### src/rtl/mbm_pkg.sv
// Shared widths and tag types for the two-requester Booth multiplier arbiter.
package mbm_pkg;

    localparam int MBM_OPW = 8;
    localparam int MBM_PW  = 16;

    typedef logic req_id_t;

    typedef struct packed {
        logic    valid;
        req_id_t id;
    } mbm_tag_t;

endpackage

### src/rtl/mbm_arbiter_if.sv
// Operand/result handshakes for both requesters plus the external multiplier hookup.
interface mbm_arbiter_if;

    logic                         req0_valid;
    logic                         req0_ready;
    logic [mbm_pkg::MBM_OPW-1:0]  req0_a;
    logic [mbm_pkg::MBM_OPW-1:0]  req0_b;
    logic                         req1_valid;
    logic                         req1_ready;
    logic [mbm_pkg::MBM_OPW-1:0]  req1_a;
    logic [mbm_pkg::MBM_OPW-1:0]  req1_b;

    logic                         res0_valid;
    logic                         res0_ready;
    logic [mbm_pkg::MBM_PW-1:0]   res0_p;
    logic                         res1_valid;
    logic                         res1_ready;
    logic [mbm_pkg::MBM_PW-1:0]   res1_p;

    logic [mbm_pkg::MBM_OPW-1:0]  mul_a;
    logic [mbm_pkg::MBM_OPW-1:0]  mul_b;
    logic [mbm_pkg::MBM_PW-1:0]   mul_p;

    // Arbiter side
    modport slave (
        input  req0_valid, req0_a, req0_b, req1_valid, req1_a, req1_b,
        output req0_ready, req1_ready,
        output res0_valid, res0_p, res1_valid, res1_p,
        input  res0_ready, res1_ready,
        output mul_a, mul_b,
        input  mul_p
    );

    // Requester / multiplier side
    modport master (
        output req0_valid, req0_a, req0_b, req1_valid, req1_a, req1_b,
        input  req0_ready, req1_ready,
        input  res0_valid, res0_p, res1_valid, res1_p,
        output res0_ready, res1_ready,
        input  mul_a, mul_b,
        output mul_p
    );

endinterface

### src/rtl/mbm_res_fifo.sv
// Per-requester result FIFO; simultaneous push and pop at full is legal.
module mbm_res_fifo #(
    parameter int DEPTH = 4,
    parameter int W     = 16
) (
    input  logic                     clk,
    input  logic                     rst,
    input  logic                     push,
    input  logic                     pop,
    input  logic [W-1:0]             din,
    output logic [W-1:0]             dout,
    output logic                     full,
    output logic                     empty,
    output logic [$clog2(DEPTH):0]   count
);

    localparam int AW = $clog2(DEPTH);
    localparam logic [AW:0] DEPTH_C = (AW+1)'(DEPTH);

    logic [W-1:0]  mem [DEPTH];
    logic [AW-1:0] wr_ptr;
    logic [AW-1:0] rd_ptr;
    logic          do_pop;

    assign do_pop = pop && !empty;
    assign full   = (count == DEPTH_C);
    assign empty  = (count == '0);
    // Data reads as zero while empty so the result bus is quiet between products.
    assign dout   = empty ? '0 : mem[rd_ptr];

    always_ff @(posedge clk) begin
        if (push) begin
            mem[wr_ptr] <= din;
        end
    end

    always_ff @(posedge clk) begin
        if (rst) begin
            wr_ptr <= '0;
            rd_ptr <= '0;
            count  <= '0;
        end else begin
            if (push) begin
                wr_ptr <= wr_ptr + 1'b1;
            end
            if (do_pop) begin
                rd_ptr <= rd_ptr + 1'b1;
            end
            if (push && !do_pop) begin
                count <= count + 1'b1;
            end else if (!push && do_pop) begin
                count <= count - 1'b1;
            end
        end
    end

endmodule

### src/rtl/mbm_arbiter.sv
// Round-robin sharing of one external registered multiplier between two requesters.
// Optional MBM_ARB_PERF_EN adds saturating per-requester accept counters.
module mbm_arbiter
    import mbm_pkg::*;
#(
    parameter int MUL_LAT   = 2,
    parameter int RES_DEPTH = 4
) (
    input  logic               clk,
    input  logic               rst,
    mbm_arbiter_if.slave       bus,
    output logic               busy
`ifdef MBM_ARB_PERF_EN
    ,
    output logic [MBM_PW-1:0]  perf_cnt0,
    output logic [MBM_PW-1:0]  perf_cnt1
`endif
);

    localparam int CW = $clog2(RES_DEPTH) + 1;
    localparam logic [CW-1:0] CREDIT_MAX = CW'(RES_DEPTH);

    logic [CW-1:0] credit0, credit1;
    logic          elig0, elig1, grant0, grant1;
    logic          pop0, pop1, push0, push1;
    logic          full0, full1, empty0, empty1;
    logic [CW-1:0] cnt0, cnt1;
    logic          tag_busy;
    req_id_t       last_grant;
    mbm_tag_t      tag_q [MUL_LAT];
    mbm_tag_t      tag_last;

    // Credits cover both in-flight products and FIFO occupancy, so a grant
    // always has a FIFO slot reserved by the time its product emerges.
    assign elig0  = bus.req0_valid && (credit0 < CREDIT_MAX) && !rst;
    assign elig1  = bus.req1_valid && (credit1 < CREDIT_MAX) && !rst;
    assign grant0 = elig0 && (!elig1 || last_grant == 1'b1);
    assign grant1 = elig1 && (!elig0 || last_grant == 1'b0);

    assign bus.req0_ready = grant0;
    assign bus.req1_ready = grant1;
    assign bus.mul_a = grant0 ? bus.req0_a : (grant1 ? bus.req1_a : '0);
    assign bus.mul_b = grant0 ? bus.req0_b : (grant1 ? bus.req1_b : '0);

    assign tag_last = tag_q[MUL_LAT-1];
    assign push0    = tag_last.valid && (tag_last.id == 1'b0);
    assign push1    = tag_last.valid && (tag_last.id == 1'b1);
    assign pop0     = bus.res0_valid && bus.res0_ready;
    assign pop1     = bus.res1_valid && bus.res1_ready;

    assign bus.res0_valid = !empty0;
    assign bus.res1_valid = !empty1;

    always_comb begin
        tag_busy = 1'b0;
        for (int i = 0; i < MUL_LAT; i++) begin
            tag_busy = tag_busy | tag_q[i].valid;
        end
    end

    assign busy = tag_busy || (cnt0 != '0) || (cnt1 != '0);

    always_ff @(posedge clk) begin
        if (rst) begin
            for (int i = 0; i < MUL_LAT; i++) begin
                tag_q[i] <= '0;
            end
            last_grant <= 1'b1;
            credit0    <= '0;
            credit1    <= '0;
        end else begin
            tag_q[0] <= '{valid: grant0 | grant1, id: grant1};
            for (int i = 1; i < MUL_LAT; i++) begin
                tag_q[i] <= tag_q[i-1];
            end
            if (grant0 || grant1) begin
                last_grant <= grant1;
            end
            if (grant0 && !pop0) begin
                credit0 <= credit0 + 1'b1;
            end else if (!grant0 && pop0) begin
                credit0 <= credit0 - 1'b1;
            end
            if (grant1 && !pop1) begin
                credit1 <= credit1 + 1'b1;
            end else if (!grant1 && pop1) begin
                credit1 <= credit1 - 1'b1;
            end
        end
    end

    mbm_res_fifo #(.DEPTH(RES_DEPTH), .W(MBM_PW)) u_fifo0 (
        .clk   (clk),
        .rst   (rst),
        .push  (push0),
        .pop   (pop0),
        .din   (bus.mul_p),
        .dout  (bus.res0_p),
        .full  (full0),
        .empty (empty0),
        .count (cnt0)
    );

    mbm_res_fifo #(.DEPTH(RES_DEPTH), .W(MBM_PW)) u_fifo1 (
        .clk   (clk),
        .rst   (rst),
        .push  (push1),
        .pop   (pop1),
        .din   (bus.mul_p),
        .dout  (bus.res1_p),
        .full  (full1),
        .empty (empty1),
        .count (cnt1)
    );

`ifndef SYNTHESIS
    always @(posedge clk) begin
        if (!rst) begin
            assert (!(push0 && full0 && !pop0));
            assert (!(push1 && full1 && !pop1));
        end
    end
`endif

`ifdef MBM_ARB_PERF_EN
    always_ff @(posedge clk) begin
        if (rst) begin
            perf_cnt0 <= '0;
            perf_cnt1 <= '0;
        end else begin
            if (grant0 && perf_cnt0 != 16'hFFFF) begin
                perf_cnt0 <= perf_cnt0 + 1'b1;
            end
            if (grant1 && perf_cnt1 != 16'hFFFF) begin
                perf_cnt1 <= perf_cnt1 + 1'b1;
            end
        end
    end
`endif

endmodule

### src/flat_wrapper.sv
// flat-port wrapper written by rule: the top's interface ports become plain ports
module mbm_arbiter_flat import mbm_pkg::*;
#(
    parameter int MUL_LAT   = 2,
    parameter int RES_DEPTH = 4
)
  (clk, rst, busy, bus_req0_valid, bus_req0_a, bus_req0_b, bus_req1_valid, bus_req1_a, bus_req1_b, bus_req0_ready, bus_req1_ready, bus_res0_valid, bus_res0_p, bus_res1_valid, bus_res1_p, bus_res0_ready, bus_res1_ready, bus_mul_a, bus_mul_b, bus_mul_p);
  mbm_arbiter_if bus_i ();
  input  logic clk;
  input  logic rst;
  output logic busy;
  input wire logic [$bits(bus_i.req0_valid)-1:0] bus_req0_valid;
  input wire logic [$bits(bus_i.req0_a)-1:0] bus_req0_a;
  input wire logic [$bits(bus_i.req0_b)-1:0] bus_req0_b;
  input wire logic [$bits(bus_i.req1_valid)-1:0] bus_req1_valid;
  input wire logic [$bits(bus_i.req1_a)-1:0] bus_req1_a;
  input wire logic [$bits(bus_i.req1_b)-1:0] bus_req1_b;
  output wire logic [$bits(bus_i.req0_ready)-1:0] bus_req0_ready;
  output wire logic [$bits(bus_i.req1_ready)-1:0] bus_req1_ready;
  output wire logic [$bits(bus_i.res0_valid)-1:0] bus_res0_valid;
  output wire logic [$bits(bus_i.res0_p)-1:0] bus_res0_p;
  output wire logic [$bits(bus_i.res1_valid)-1:0] bus_res1_valid;
  output wire logic [$bits(bus_i.res1_p)-1:0] bus_res1_p;
  input wire logic [$bits(bus_i.res0_ready)-1:0] bus_res0_ready;
  input wire logic [$bits(bus_i.res1_ready)-1:0] bus_res1_ready;
  output wire logic [$bits(bus_i.mul_a)-1:0] bus_mul_a;
  output wire logic [$bits(bus_i.mul_b)-1:0] bus_mul_b;
  input wire logic [$bits(bus_i.mul_p)-1:0] bus_mul_p;
  assign bus_i.req0_valid = bus_req0_valid;
  assign bus_i.req0_a = bus_req0_a;
  assign bus_i.req0_b = bus_req0_b;
  assign bus_i.req1_valid = bus_req1_valid;
  assign bus_i.req1_a = bus_req1_a;
  assign bus_i.req1_b = bus_req1_b;
  assign bus_req0_ready = bus_i.req0_ready;
  assign bus_req1_ready = bus_i.req1_ready;
  assign bus_res0_valid = bus_i.res0_valid;
  assign bus_res0_p = bus_i.res0_p;
  assign bus_res1_valid = bus_i.res1_valid;
  assign bus_res1_p = bus_i.res1_p;
  assign bus_i.res0_ready = bus_res0_ready;
  assign bus_i.res1_ready = bus_res1_ready;
  assign bus_mul_a = bus_i.mul_a;
  assign bus_mul_b = bus_i.mul_b;
  assign bus_i.mul_p = bus_mul_p;
  mbm_arbiter #(.MUL_LAT(MUL_LAT), .RES_DEPTH(RES_DEPTH)) u_core (.clk(clk), .rst(rst), .bus(bus_i), .busy(busy));
endmodule
### config.mk
export PLATFORM = sky130hd
export DESIGN_NAME = mbm_arbiter_flat
export DESIGN_NICKNAME = d
export VERILOG_FILES = /design/src/rtl/mbm_pkg.sv /design/src/rtl/mbm_arbiter_if.sv /design/src/rtl/mbm_res_fifo.sv /design/src/rtl/mbm_arbiter.sv /design/src/flat_wrapper.sv
export SDC_FILE = /design/constraint.sdc
export NUM_CORES = 1
export LEC_CHECK = 0
export ABC_AREA = 1
export BUFFER_PORTS_ARGS = -buffer_cell sky130_fd_sc_hd__buf_2
export CAP_MARGIN = 5
export CORE_AREA = 4 4 115 117
export CTS_CLUSTER_DIAMETER = 200
export CTS_CLUSTER_SIZE = 14
export DETAILED_ROUTE_END_ITERATION = 7
export DIE_AREA = 0 0 119 121
export MAX_ROUTING_LAYER = met4
export PLACE_DENSITY = 0.77
export SETUP_SLACK_MARGIN = 0.5
export SLEW_MARGIN = 20
export SYNTH_ARGS = -nofsm -noshare
export SYNTH_HDL_FRONTEND = slang
export SYNTH_SLANG_ARGS = --single-unit
### constraint.sdc
create_clock -name clk -period 2.6 [get_ports clk]
set_clock_uncertainty 0.1 [all_clocks]
set_input_delay 0.13 -clock clk [delete_from_list [all_inputs] [get_ports clk]]
set_output_delay 0.13 -clock clk [all_outputs]
set_load 0.01 [all_outputs]
# Yosys cells after proc, flatten, opt, wreduce, memory -nomap -nowiden
# Memories as Yosys holds them, arrays and structs flattened. A register that Yosys moved wholly into a read port is not among the register bits.
# Index checks and enable logic that the tools add are counted.
[classes]
n_addsub = 12
n_reduce_logical = 46
mux = 27
magnitude_cmp = 2
bitwise_logic = 6
[ops]
columns = ["cell", "n"]
rows = [
  ["two-way mux 16 bit", 2],
  ["two-way mux 8 bit", 4],
  ["two-way mux 3 bit", 8],
  ["logical AND 1 bit", 20],
  ["zero test 1 bit", 13],
  ["adder 3 x 1 -> 3 bit, second input constant", 4],
  ["two-way mux 2 bit", 6],
  ["subtractor 3 x 1 -> 3 bit, second input constant", 4],
  ["adder 2 x 1 -> 2 bit, second input constant", 4],
  ["nonzero test 2 bit", 4],
  ["two-way mux 1 bit", 7],
  ["zero test 3 bit", 2],
  ["< comparator 3 bit, second input constant", 2],
  ["nonzero test 3 bit", 2],
  ["logical OR 1 bit", 5],
  ["bitwise OR 1 bit", 4],
  ["inverter 1 bit", 2],
]
[totals]
reg_bits = 21
mem_count = 3
inputBits = 54
ramBits = 132
[memory_table]
columns = ["memory", "depth", "word_bits", "rd", "rd_clocked_by_memory_dff", "write_ports", "line", "rtl"]
rows = [
  ["u_core.u_fifo0.mem", 4, 16, 1, 1, 1, "mbm_res_fifo.sv:20", "logic [W-1:0] mem [DEPTH];"],
  ["u_core.u_fifo1.mem", 4, 16, 1, 1, 1, "mbm_res_fifo.sv:20", ""],
  ["u_core.tag_q", 2, 2, 2, 0, 2, "mbm_arbiter.sv:30", "mbm_tag_t tag_q [MUL_LAT];"],
]

# Depth between registers and ports, before layout
# Gate-level depths: netlist of the first run.
[logic_depth]
word_depth = 10
ltp_mapped = 14
mapped_depth_nobuf = 13

# By module
# A second synthesis of the first run with hierarchy kept.
[hier_totals]
cells_unflattened = 702
hier_area_um2 = 7061.8
[modules_own_cells]
columns = ["mod", "instances", "cells_per_inst", "area_each_um2"]
rows = [
  ["mbm_res_fifo", 2, 269, 3066.7],
  ["mbm_arbiter", 1, 164, 928.4],
]

# Worst setup path after synthesis of the first run
# OpenSTA, ideal clock, no wires.
[synth_timing]
kind = "flip-flop to flip-flop"
from = "register u_core.credit0[2]"
to = "register u_core.credit0[2]"
period_less_slack_ps = 1973
t_arrival_ps = 1760
path_stages_with_launch = 14
setup_ps = 113
slack_ps = 627
required_time_ps = 2387
cell_sequence = "dfxtp_1 -> nor2_4 -> nand2_2 -> nor2_4 -> buf_6 -> ha_1 -> inv_1 -> fa_1 -> inv_1 -> nand2_1 -> nand3_1 -> nand2_1 -> nand2_1 -> nor2_1"
[synth_between]
elab_chain_cells = 7
[synth_rtl]
columns = ["element", "line", "rtl"]
rows = [
  ["start: declaration", "mbm_arbiter.sv:23", "logic [CW-1:0] credit0, credit1;"],
  ["start signal: assignment", "mbm_arbiter.sv:80", "credit0 <= credit0 + 1'b1;"],
  ["start signal: assignment", "mbm_arbiter.sv:82", "credit0 <= credit0 - 1'b1;"],
  ["< comparator 3 bit (*)", "mbm_arbiter.sv:35", "assign elig0 = bus.req0_valid && (credit0 < CREDIT_MAX) && !rst;"],
  ["logical AND 1 bit (*) (2 in a row)", "mbm_arbiter.sv:35", ""],
  ["logical AND 1 bit (*)", "mbm_arbiter.sv:37", "assign grant0 = elig0 && (!elig1 || last_grant == 1'b1);"],
  ["net bus_req0_ready", "flat_wrapper.sv:18", "output wire logic [$bits(bus_i.req0_ready)-1:0] bus_req0_ready;"],
  ["zero test 1 bit", "mbm_arbiter.sv:81", "end else if (!grant0 && pop0) begin"],
  ["logical AND 1 bit", "mbm_arbiter.sv:81", ""],
  ["nonzero test 2 bit (no line)", "--", ""],
]
# The timed path passes the listed nets; every way through them passes the cells marked *. The select of a mux whose other input is x is not followed.
# A chain may end at the register's enable or synchronous reset.

==> results.md, run 1 <==
* Status: finished clean
* Antenna Cells at 0
* Max_cap viols at 0
* Max clock buf depth at 2
* Logic pwr share at between 30% and 40%
* Setup violations, final at 0
* Detail Route Antenna Nets at 0
* Met2 usage at 38.3%
* Commonest non-fill, non-tap cell in the layout: nor2_1
* GR Util met1 at about a quarter
* Top-level port count at 107
* Commonest cells after routing, fill and taps aside: nor2_1 (159), edfxtp_1 (128), buf_2 (106)
* Grt met3 use at 4.34%
* Total GRT Usage at 21.8%
* Slew @ Worst Pin at around 0.34 ns
* Fin area at between 8000 and 9000 sq um
* Pwr per Cell Area at between 900 and 1000 nW/um^2
* 1st-iter DRT viols at around 460
* Clock tree sinks at around 160
* Layer with the highest usage: met2
* Crit-path cells: buf_12, nor2_1, nor2_1, o21ai_0, a21oi_1, buf_2
* Internal power at 5240 uW
* Sequential power share at between 30% and 40%
* Die area at around 14000 sq um
* Mapped Area at roughly 6600 sq um
* Fin nets at 840
* Gp weighted congestion at between 0.7 and 0.8
* Layout cell share with drive strength beyond 1 at 23.4%
* Post-synthesis register bit count at ~160
* # DRC at 0
* Total CTS buffers at 17
* TritonCTS clock tree: built
* Die W at 119 um
* Finished Layout Cells at about 960
* Syn. warnings at 0
* CP max-delay cell: dfxtp_2
* Drt pass-1 iters at 5
* Total Neg Setup Slack at 0 ns
* Via count at between 4k and 5k
* Switch share at 34.1%
* Skew-Pair Late Insertion Delay at 0.42 ns
* Grt ovf at 0
* Syn_nets at slightly below 700
* Fmax at slightly below 500 MHz
* Max stage delay on crit path at 0.43 ns
* Cells after Synth at about 620
* Reg2reg start: u_core.u_fifo1.count[1]
* RSZ-0062 raised after global routing: true
* Average wire per standard cell at ~16 um
* Sequential area share after synthesis at ~67%
* Max VDD drop at 0.490 mV
* Final WS setup at between 0.5 and 0.6 ns
* Final min period at just over 2 ns
* Final Hold Viols at 0
* Crit Path Max Fanout at 32
* Worst min-delay path startpoint: bus_req0_valid
* Slew Limit Fails at 0
* CP endpoint kind: output pin
* Die height at 121 um
* Core area at around 12000 sq um
* Initial Util at a little over half
* Core Rows at 41
* Multi-input gate area at 1880 sq um
* Dpl ws at ~0.32 ns
* Initial antenna violation count at 0
* Post-DP HPWL at roughly 9700 um
* Hold Path Class: in2reg
* CP most frequent cell: nor2_1
* Crit-path leading delay family: flip-flops
* CP Data Required Time at 2.37 ns
* Mean Syn Cell Area at 10.6 sq um
* Placed Cells at roughly 890
* Crit path arrival time at 1.80 ns
* Clk slew on worst S/H paths at 0.06 ns
* Post-DP Area at roughly 7400 sq um
* H-Tree Level Count at 4
* First-pass GRT wire length at about 24000 um
* Number of global-route vias before repair at 5043
* Via-to-Cell Ratio at 5.16
* Drt total wl at around 15000 um
* Crit Path Class: reg2out
* Startpoint types: flip-flop
* FILL cells at between 800 and 900
* Storage cell area at about 4400 sq um
* Clock Power Share at ~30%
* Leak at 0.00335 uW
* Buffers and inverters on the worst path at 2
* Area growth, synth to finish at 25.1%
* Clock root buffer: clkbuf_16
* Largest net degree at the start of global routing at 33
* NetSw at ~2700 uW
* Port buffer count at approximately 110
* Post-layout util at between 60% and 70%
* Worst slew margin at between 70% and 80%
* Fin crit share at about four fifths
* Synth cell types at 25
## layout make-up
| type | count | area share [%] |
|---|---|---|
| timing repair inverter | 2 | 0.181 |
| sequential | 157 | 53.5 |
| clock buffer | 23 | 6.44 |
| inverter | 48 | 2.36 |
| clock inverter | 9 | 0.831 |
| timing repair buffer | 151 | 11.4 |
| tap | 172 | 2.60 |
| multi-input combinational | 393 | 22.7 |
## repair_timing
item / 4_1_cts / 5_1_grt
endpoints found under the setup margin: 34 / 24
hold buffers: 22 / 0
pin swaps: 1 / 2
buffers inserted: 2 / 3
gates cloned: 1 / 1
endpoints found under the hold margin: 141 / 0
resized for setup: 8 / 14
## state kept, by name (all words and copies together), names as in the netlist, named ones only
name and count:
u_core.credit1 3, u_core.last_grant 1, u_core.u_fifo1.count 3, u_core.u_fifo1.mem 64, u_core.u_fifo0.mem 64, u_core.credit0 3
u_core.u_fifo0.rd_ptr 2, u_core.u_fifo1.rd_ptr 2, u_core.u_fifo0.count 3, u_core.u_fifo0.wr_ptr 2, u_core.tag_q 4, u_core.u_fifo1.wr_ptr 2
## final timing paths
check                                               end  depth (start not counted)  slack [ns]
worst max-delay path                     bus_res1_p[14]                          6        0.57
worst min-delay path                  u_core.last_grant                          4       0.006
worst max register to register  u_core.u_fifo1.count[2]                         12        0.66
worst min register to register       u_core.tag_q[0][2]                          2        0.32
## synth_stat cells
cell	n	share of area, %
nand2_2	3	0.28
fa_1	4	1.2
nor2_1	159	9.0
nand3_4	1	0.26
buf_2	13	0.98
buf_6	2	0.34
edfxtp_1	128	58
inv_2	3	0.17
nand4_1	1	0.095
ha_1	12	2.3
nand3_1	8	0.61
buf_4	2	0.23
nor2_4	2	0.34
o21ai_1	4	0.30
dfxtp_1	29	8.8
clkbuf_1	3	0.17
a21oi_4	1	0.25
a21oi_1	46	3.5
clkbuf_2	6	0.45
nand2_1	78	4.4
nor2_2	1	0.095
inv_1	43	2.4
xor2_1	1	0.13
clkinv_1	2	0.11
o21ai_0	72	5.4
## worst min-delay path, delay by kind of cell
kind | cells | cell delay, ns
simple gates | 1 | 0.06
compound gates | 1 | 0.12
buf+inv | 2 | 0.18
## metal layers
layer | wire (um) | up-vias
met1 | 6230 | 2337
met4 | 272 | 0
met2 | 7860 | 180
li1 | - | 2389
met5 | 0 | -
met3 | 773 | 25
## power by group through the flow
stage	clock network [uW]	registers (uW)	logic (uW)
6_report	2430	3040	2480
5_1_grt	2580	3070	2770
4_1_cts	2450	3030	2430
3_5_place_dp	0	3070	2340
3_3_place_gp	0	3050	2240
2_1_floorplan	0	3040	1550
## logic make-up after synthesis
kind of cell,count (synthesis),synth area share (%)
adders and majority gates,16,3.48
xor gates and xnor gates,1,0.132
buffers and inverters,74,4.90
AOI/OAI and AO/OA,123,9.48
and+or+nand+nor,253,15.1
DFF,157,66.9
## through the flow
step	power, uW	hold slack (ns)
after floorplan	4590	0.129
final	7950	0.00634
after CTS	7910	0.000851
after global placement	5290	0.292
after global routing	8410	0.0388
after detailed placement	5410	0.309
Power figures use the tool's default switching activity.
==> run 2, diff against run 1 <==
--- a/config.mk
+++ b/config.mk
@@ -5,16 +5,16 @@
 export SDC_FILE = /design/constraint.sdc
 export NUM_CORES = 1
 export LEC_CHECK = 0
-export ABC_AREA = 1
+export ABC_AREA = 0
 export BUFFER_PORTS_ARGS = -buffer_cell sky130_fd_sc_hd__buf_2
 export CAP_MARGIN = 5
-export CORE_AREA = 4 4 115 117
+export CORE_AREA = 4 4 114 116
 export CTS_CLUSTER_DIAMETER = 200
 export CTS_CLUSTER_SIZE = 14
 export DETAILED_ROUTE_END_ITERATION = 7
-export DIE_AREA = 0 0 119 121
+export DIE_AREA = 0 0 118 120
 export MAX_ROUTING_LAYER = met4
-export PLACE_DENSITY = 0.77
+export PLACE_DENSITY = 0.76
 export SETUP_SLACK_MARGIN = 0.5
 export SLEW_MARGIN = 20
 export SYNTH_ARGS = -nofsm -noshare
==> constraint.sdc (replaced) <==
create_clock -name clk -period 1.9 [get_ports clk]
set_clock_uncertainty 0.1 [all_clocks]
set_input_delay 0.095 -clock clk [delete_from_list [all_inputs] [get_ports clk]]
set_output_delay 0.095 -clock clk [all_outputs]
set_load 0.01 [all_outputs]
==> run 2 against run 1 <==
The run now ends with negative setup slack left; core utilization grew 10 points; worst hold slack got worse by 0.00063 ns; register-to-register slack got worse by 0.81 ns; synthesized cell count decreased by 42%; final cell count fell by 25%; largest cell class unchanged.
==> results.md, run 2 <==
* Hold path cells at 4 (unchanged)
* Post-DP HPWL at 8320 um (-14%)
* Startpoint types: flip-flop
* Synth cell types at 33 (+32%)
* Count leader, synth: edfxtp_1
* Status: finished with violations
* # DRC at 0 (unchanged)
* Post-synth EDFFs at 128 (unchanged)
* Mapped Area at 6420 sq um (-2.9%)
* First-pass GRT wire length at 24100 um (+0.78%)
* Final min period at between 2 and 2.5 ns
* 1st-iter DRT viols at 389 (-15%)
* Placed Cells at 629 (-30%)
* Design Power at 13500 uW (+69%)
* Finished Layout Cells at 714 (-25%)
* Clock tree sinks at 157 (unchanged)
* Max_cap viols at 0 (unchanged)
* Storage cell area at 4450 sq um (+0.51%)
* Worst slew margin at 79.1% (+1.7 points)
* Total CTS buffers at 17 (unchanged)
* Post-layout util at 77.3% (+10 points)
* Sequential power share at 31.0% (-7.3 points)
* Gp weighted congestion at 0.800 (about the same)
* Syn_nets at 432 (-38%)
* Crit Path Class: reg2reg
* Port buffer count at 106 (unchanged)
* Final Hold Viols at 0 (unchanged)
* Pwr per Cell Area at 1460 nW/um^2 (+52%)
* Post-synth ARST share at 0% (unchanged)
* Largest net degree at the start of global routing at 19 (-42%)
* R2R Setup Slk at -0.15 ns (-0.81 ns)
* Mean Syn Cell Area at 17.7 sq um (+67%)
* Synth top area cells: edfxtp_1 (60%), mux4_2 (11%), dfxtp_1 (9.0%)
* Reg2reg start: u_core.u_fifo0.count[0]
* Cells after Synth at 362 (-42%)
* Top Registers: u_core.u_fifo0.mem x64, u_core.u_fifo1.mem x64, u_core.tag_q x4
* Clock Power Share at 26.6% (-3.9 points)
* Hold Path Class: in2reg
* Average wire per standard cell at 22.4 um (+42%)
* Initial antenna violation count at 0 (unchanged)
* Multi-input gate area at 2320 sq um (+24%)
* Fin crit share at 108%
* Post-synthesis register bit count at 157 (unchanged)
* Syn. warnings at 0 (unchanged)
* Max VDD drop at 0.802 mV (+64%)
* Via-to-Cell Ratio at 5.60 (+8.4%)
* Internal power at 9580 uW (+83%)
* Top-level port count at 107 (unchanged)
* Largest area contributor in the netlist: edfxtp_1
* FILL cells at 663 (-25%)
* Setup crit start: u_core.u_fifo0.count[0]
* Crit Path Max Fanout at 2 (-94%)
* Commonest non-fill, non-tap cell in the layout: edfxtp_1
* Sequential area share after synthesis at 68.9% (+2.0 points)
* Hold WS at 0.00571 ns (-0.000626 ns)
* H-Tree Level Count at 4 (unchanged)
* TritonCTS clock tree: built
* Slew @ Worst Pin at 0.311 ns (-0.0273 ns)
* Grt ovf at 0 (unchanged)
* NetSw at 3900 uW (+44%)
* Crit path arrival time at 2.29 ns (+0.49 ns)
* Drt total wl at 16000 um (+5.8%)
* Initial Util at 53.9% (+0.43 points)
* Worst min-delay path startpoint: bus_req1_valid
* Final WS setup at -0.155 ns (-0.726 ns)
* Switch share at 28.9% (-5.1 points)
* Fin nets at 624 (-26%)
* RSZ-0062 raised after global routing: true
* CP Data Required Time at 2.14 ns (-0.23 ns)
* Commonest cells after routing, fill and taps aside: edfxtp_1 (128), buf_2 (73), buf_6 (48)
* Synth cell count leaders: edfxtp_1 (128), nor2b_1 (35), mux4_2 (32)
* Clk slew on worst S/H paths at 0.06 ns (about the same)
* Skew-Pair Late Insertion Delay at 0.41 ns (about the same)
* Slew Limit Fails at 0 (unchanged)
* Worst R2R Path Depth at 7 (-5)
* Total GRT Usage at 23.4% (+1.6 points)
* Core Rows at 40 (-2.4%)
* Max clock buf depth at 2 (unchanged)
* Antenna Cells at 0 (unchanged)
* Core area at 11900 sq um (-3.7%)
* CP endpoint kind: flip-flop
* Area growth, synth to finish at 43.4%
* Main synth FF type: edfxtp_1
* Setup violations, final at 52 (+52)
* Layout cell share with drive strength beyond 1 at 55.9% (+33 points)
* Failing checks: negative setup slack
* Synth top area share at 59.8% (+1.7 points)
* Detail Route Antenna Nets at 0 (unchanged)
* Die W at 118 um (-0.84%)
* Clock root buffer: clkbuf_16
* Via count at 3998 (-19%)
* Die height at 120 um (-0.83%)
* Number of global-route vias before repair at 4400 (-13%)
* Fmax at approximately 490 MHz
* Die area at 14200 sq um (-1.7%)
* Leak at 0.00351 uW (+4.8%)
* Logic pwr share at 42.4% (+11 points)
* Drt pass-1 iters at 4 (-1)
-- run 2: changes by cell type in the layout (fill, tap and decap cells not counted), moves of 36 or more --
| cell | change |
|---|---|
| a21oi_1 | -39 |
| buf_6 | +47 |
| inv_1 | -36 |
| nand2_1 | -72 |
| nor2_1 | -143 |
| o21ai_0 | -65 |
-- run 2: layout make-up --
| type | instances | area share (%) |
|---|---|---|
| clock buffer | 18 | 4.66 |
| sequential | 157 | 48.3 |
| clock inverter | 14 | 2.16 |
| inverter | 12 | 0.489 |
| multi-input combinational | 184 | 25.2 |
| tap | 147 | 2.00 |
| timing repair buffer | 182 | 17.2 |
-- run 2: worst paths after layout --
kind                                  end
setup / recovery  u_core.u_fifo0.count[2]
hold / removal          u_core.last_grant
setup reg to reg  u_core.u_fifo0.count[2]
hold reg to reg        u_core.tag_q[0][2]
-- run 2: cells by family after synthesis --
kind of cell | synth area share (%)
fa+ha+maj | 3.58
buf+inv | 2.40
compound gates | 4.13
xor+xnor | 1.64
simple gates | 7.40
mux | 12.0
flops | 68.9
-- run 2: metrics by stage --
stage | setup slack [ns] | cell area (sq um) | TNS [ns]
3_5_place_dp | -0.165 | 7550 | -0.607
3_3_place_gp | -0.104 | 7550 | -0.326
2_1_floorplan | -0.312 | 6720 | -0.786
5_1_grt | -0.229 | 9210 | -5.37
4_1_cts | -0.148 | 8920 | -2.67
6_report | -0.155 | 9210 | -2.28
-- run 2: critical path, cell delays in order, from the launching register on --
cell	delay (ns)
dfxtp_2	0.34
o31ai_4	0.31
ha_4	0.19
inv_2	0.04
fa_2	0.37
xor2_2	0.19
or3_1	0.31
a21oi_1	0.13
-- run 2: layer usage --
metal  GRT usage [%]  vias to the layer above  part of all wire (%)
li1                -                     1789                     -
met1            27.2                     2014                    39
met2            40.7                      183                    54
met3            4.85                       12                   5.9
met4            8.13                        0                  0.85
met5               -                        -                     0
-- run 2: power by group through the flow --
| stage | Sequential, uW | Combinational, uW | Clock, uW |
|---|---|---|---|
| 2_1_floorplan | 4200 | 2650 | 0 |
| 3_3_place_gp | 4160 | 3770 | 0 |
| 3_5_place_dp | 4170 | 3850 | 0 |
| 4_1_cts | 4160 | 5070 | 3600 |
| 5_1_grt | 4200 | 6080 | 3790 |
| 6_report | 4180 | 5710 | 3590 |
-- run 2: timing repair --
item                       CTS  global route
setup endpoints to repair  196           181
pin swaps                   29            10
buffers inserted            14             8
gates cloned                11             2
hold buffers                18             0
gates resized for setup     80            40
hold endpoints to repair   133             0
==> run 3, diff against run 2 <==
--- a/config.mk
+++ b/config.mk
@@ -7,7 +7,7 @@
 export LEC_CHECK = 0
 export ABC_AREA = 0
 export BUFFER_PORTS_ARGS = -buffer_cell sky130_fd_sc_hd__buf_2
-export CAP_MARGIN = 5
+export CAP_MARGIN = 15
 export CORE_AREA = 4 4 114 116
 export CTS_CLUSTER_DIAMETER = 200
 export CTS_CLUSTER_SIZE = 14
@@ -15,6 +15,7 @@
 export DIE_AREA = 0 0 118 120
 export MAX_ROUTING_LAYER = met4
 export PLACE_DENSITY = 0.76
+export REMOVE_ABC_BUFFERS = 1
 export SETUP_SLACK_MARGIN = 0.5
 export SLEW_MARGIN = 20
 export SYNTH_ARGS = -nofsm -noshare
==> run 3 against run 2 <==
The run still ends with negative setup slack left; worst hold slack worse by 0.0044 ns; combinational power is 13% lower; final area shrank 0.67%; critical path depth up 1; sequential share of layout area rose by 0.36 points; first-iteration DRC count is 2.6% lower; global-route usage decreased by 0.80 points; non-clock buffer count rose by 10; fmax fell by 2.5%; die area stayed put; largest power group unchanged; highest routed layer unchanged.
==> results.md, run 3 (synthesized netlist as in run 2, its figures left out) <==
* Total CTS buffers at 17 (unchanged)
* Die W at 118 um (unchanged)
* Crit Path Class: reg2reg
* Via count at 4021 (+0.58%)
* Status: finished with violations
* # DRC at 0 (unchanged)
* CP endpoint kind: flip-flop
* NetSw at 3820 uW (-2.1%)
* Crit path arrival time at 2.36 ns (+0.07 ns)
* Switch share at 29.7% (+0.80 points)
* Port buffer count at 106 (unchanged)
* Failing checks: negative setup slack
* Antenna Cells at 0 (unchanged)
* CP Data Required Time at 2.15 ns (about the same)
* Final min period at 2.11 ns (+0.0523 ns)
* Drt total wl at 16200 um (+1.2%)
* Design Power at 12800 uW (-4.7%)
* Gp weighted congestion at 0.847 (+5.9%)
* H-Tree Level Count at 4 (unchanged)
* TritonCTS clock tree: built
* Detail Route Antenna Nets at 0 (unchanged)
* Initial antenna violation count at 0 (unchanged)
* Slew Limit Fails at 0 (unchanged)
* Top-level port count at 107 (unchanged)
* First-pass GRT wire length at 23300 um (-3.4%)
* Logic pwr share at 38.7% (-3.7 points)
* RSZ-0062 raised after global routing: true
* Fin crit share at 111% (+2.8 points)
* Clock root buffer: clkbuf_16
* Clock Power Share at 28.6% (+2.0 points)
* Total GRT Usage at 22.6% (-0.80 points)
* Fin area at 9150 sq um (-0.67%)
* Post-DP HPWL at 8660 um (+4.2%)
* Fmax at 475 MHz (-2.5%)
* Pwr per Cell Area at 1400 nW/um^2 (-4.1%)
* Max_cap viols at 0 (unchanged)
* Initial Util at 53.9% (unchanged)
* Internal power at 9030 uW (-5.8%)
* Commonest non-fill, non-tap cell in the layout: edfxtp_1
* Final Hold Viols at 0 (unchanged)
* Post-DP Area at 7380 sq um (-2.2%)
* Grt ovf at 0 (unchanged)
* Clk slew on worst S/H paths at 0.06 ns (about the same)
* Via-to-Cell Ratio at 5.61 (+0.15%)
* Max VDD drop at 0.979 mV (+22%)
* Post-layout util at 76.8% (-0.51 points)
* Dpl ws at -0.266 ns (-0.101 ns)
* Setup violations, final at 54 (+3.8%)
* Slew @ Worst Pin at 0.308 ns (-0.00315 ns)
* Max clock buf depth at 2 (unchanged)
* Number of global-route vias before repair at 4260 (-3.2%)
* 1st-iter DRT viols at 379 (-2.6%)
* Average wire per standard cell at 22.6 um (+0.79%)
* Final WS setup at -0.207 ns (-0.0523 ns)
* Hold Path Class: in2reg
* Leak at 0.00348 uW (-0.99%)
* Largest net degree at the start of global routing at 22 (+3)
* Core area at 11900 sq um (unchanged)
* Area growth, synth to finish at 42.4%
* Drt pass-1 iters at 4 (unchanged)
* Core Rows at 40 (unchanged)
* CTS Hold Buffers Added at 19 (+1)
* Startpoint types: flip-flop
* Die area at 14200 sq um (unchanged)
* Clock tree sinks at 157 (unchanged)
* Fin nets at 627 (+0.48%)
* Die height at 120 um (unchanged)
* Commonest cells after routing, fill and taps aside: edfxtp_1 (128), buf_2 (82), buf_6 (53)
* Worst slew margin at 79.5% (+0.43 points)
* Crit Path Max Fanout at 4 (+2)
* Sequential power share at 32.7% (+1.7 points)
* Skew-Pair Late Insertion Delay at 0.41 ns (about the same)
* Layout cell share with drive strength beyond 1 at 53.9% (-2.0 points)
* Top Registers: u_core.u_fifo0.mem x64, u_core.u_fifo1.mem x64, u_core.tag_q x4
-- run 3: cell count changes in the layout (fill, tap and decap cells not counted), sizes merged, moves of 2 or more --
cell | previous run | this run
buf | 163 | 172
and2 | 8 | 4
and3 | 7 | 4
clkinvlp | 2 | 5
clkinv | 7 | 5
dlygate4sd3 | 17 | 19
-- run 3: final timing paths --
path / start / to / slack [ns] / cells past startpoint
setup reg to reg: u_core.credit0[2] / u_core.credit1[2] / -0.21 / 8
hold / removal: bus_req1_valid / u_core.tag_q[0][0] / 0.001 / 4
hold reg to reg: u_core.tag_q[0][0] / u_core.tag_q[0][2] / 0.34 / 1
setup / recovery: u_core.credit0[2] / u_core.credit1[2] / -0.21 / 8
-- run 3: routing by layer --
layer  routed length [um]  GRT usage [%]  share of wire [%]
met5                    0              -                  0
met2                 8750           39.0                 54
met3                 1110           5.80                6.9
met4                  415           7.77                2.6
met1                 5920           25.9                 37
-- run 3: timing repair --
action,in CTS,in global routing
gates cloned,11,1
pin swaps,18,13
endpoints found under the setup margin,192,167
endpoints found under the hold margin,135,2
resized for setup,110,72
buffers inserted,6,4
-- run 3: cell type report --
type | instances | area [sq um]
clock buffer | 17 | 425
inverter | 12 | 45.0
timing repair buffer | 192 | 1670
tap | 147 | 184
clock inverter | 15 | 221
fill | 638 | 2760
multi-input combinational | 177 | 2150
sequential | 157 | 4450
-- run 3: power by group through the flow --
stage / Combinational, uW / Clock (uW) / Sequential [uW]
2_1_floorplan: 1740 / 0 / 4310
3_3_place_gp: 3270 / 0 / 4110
3_5_place_dp: 3340 / 0 / 4120
4_1_cts: 4100 / 3680 / 4150
5_1_grt: 5340 / 3880 / 4210
6_report: 4980 / 3670 / 4190
-- run 3: through the flow --
step,std cells,TNS [ns],hold slack [ns]
after floorplan,346,-2.19,0.0641
after global placement,644,-0.654,0.262
after detailed placement,644,-0.870,0.277
after CTS,712,-3.42,-0.0299
after global routing,717,-6.40,-0.00525
final,717,-3.61,0.00130
-- run 3: worst max-delay path, stage by stage (launching register included) --
cell and delay, ns:
dfxtp_2 0.36, inv_2 0.06, a311oi_4 0.36, ha_4 0.19, inv_2 0.04, fa_2 0.32
xor2_1 0.15, or3_1 0.34, a21oi_2 0.12
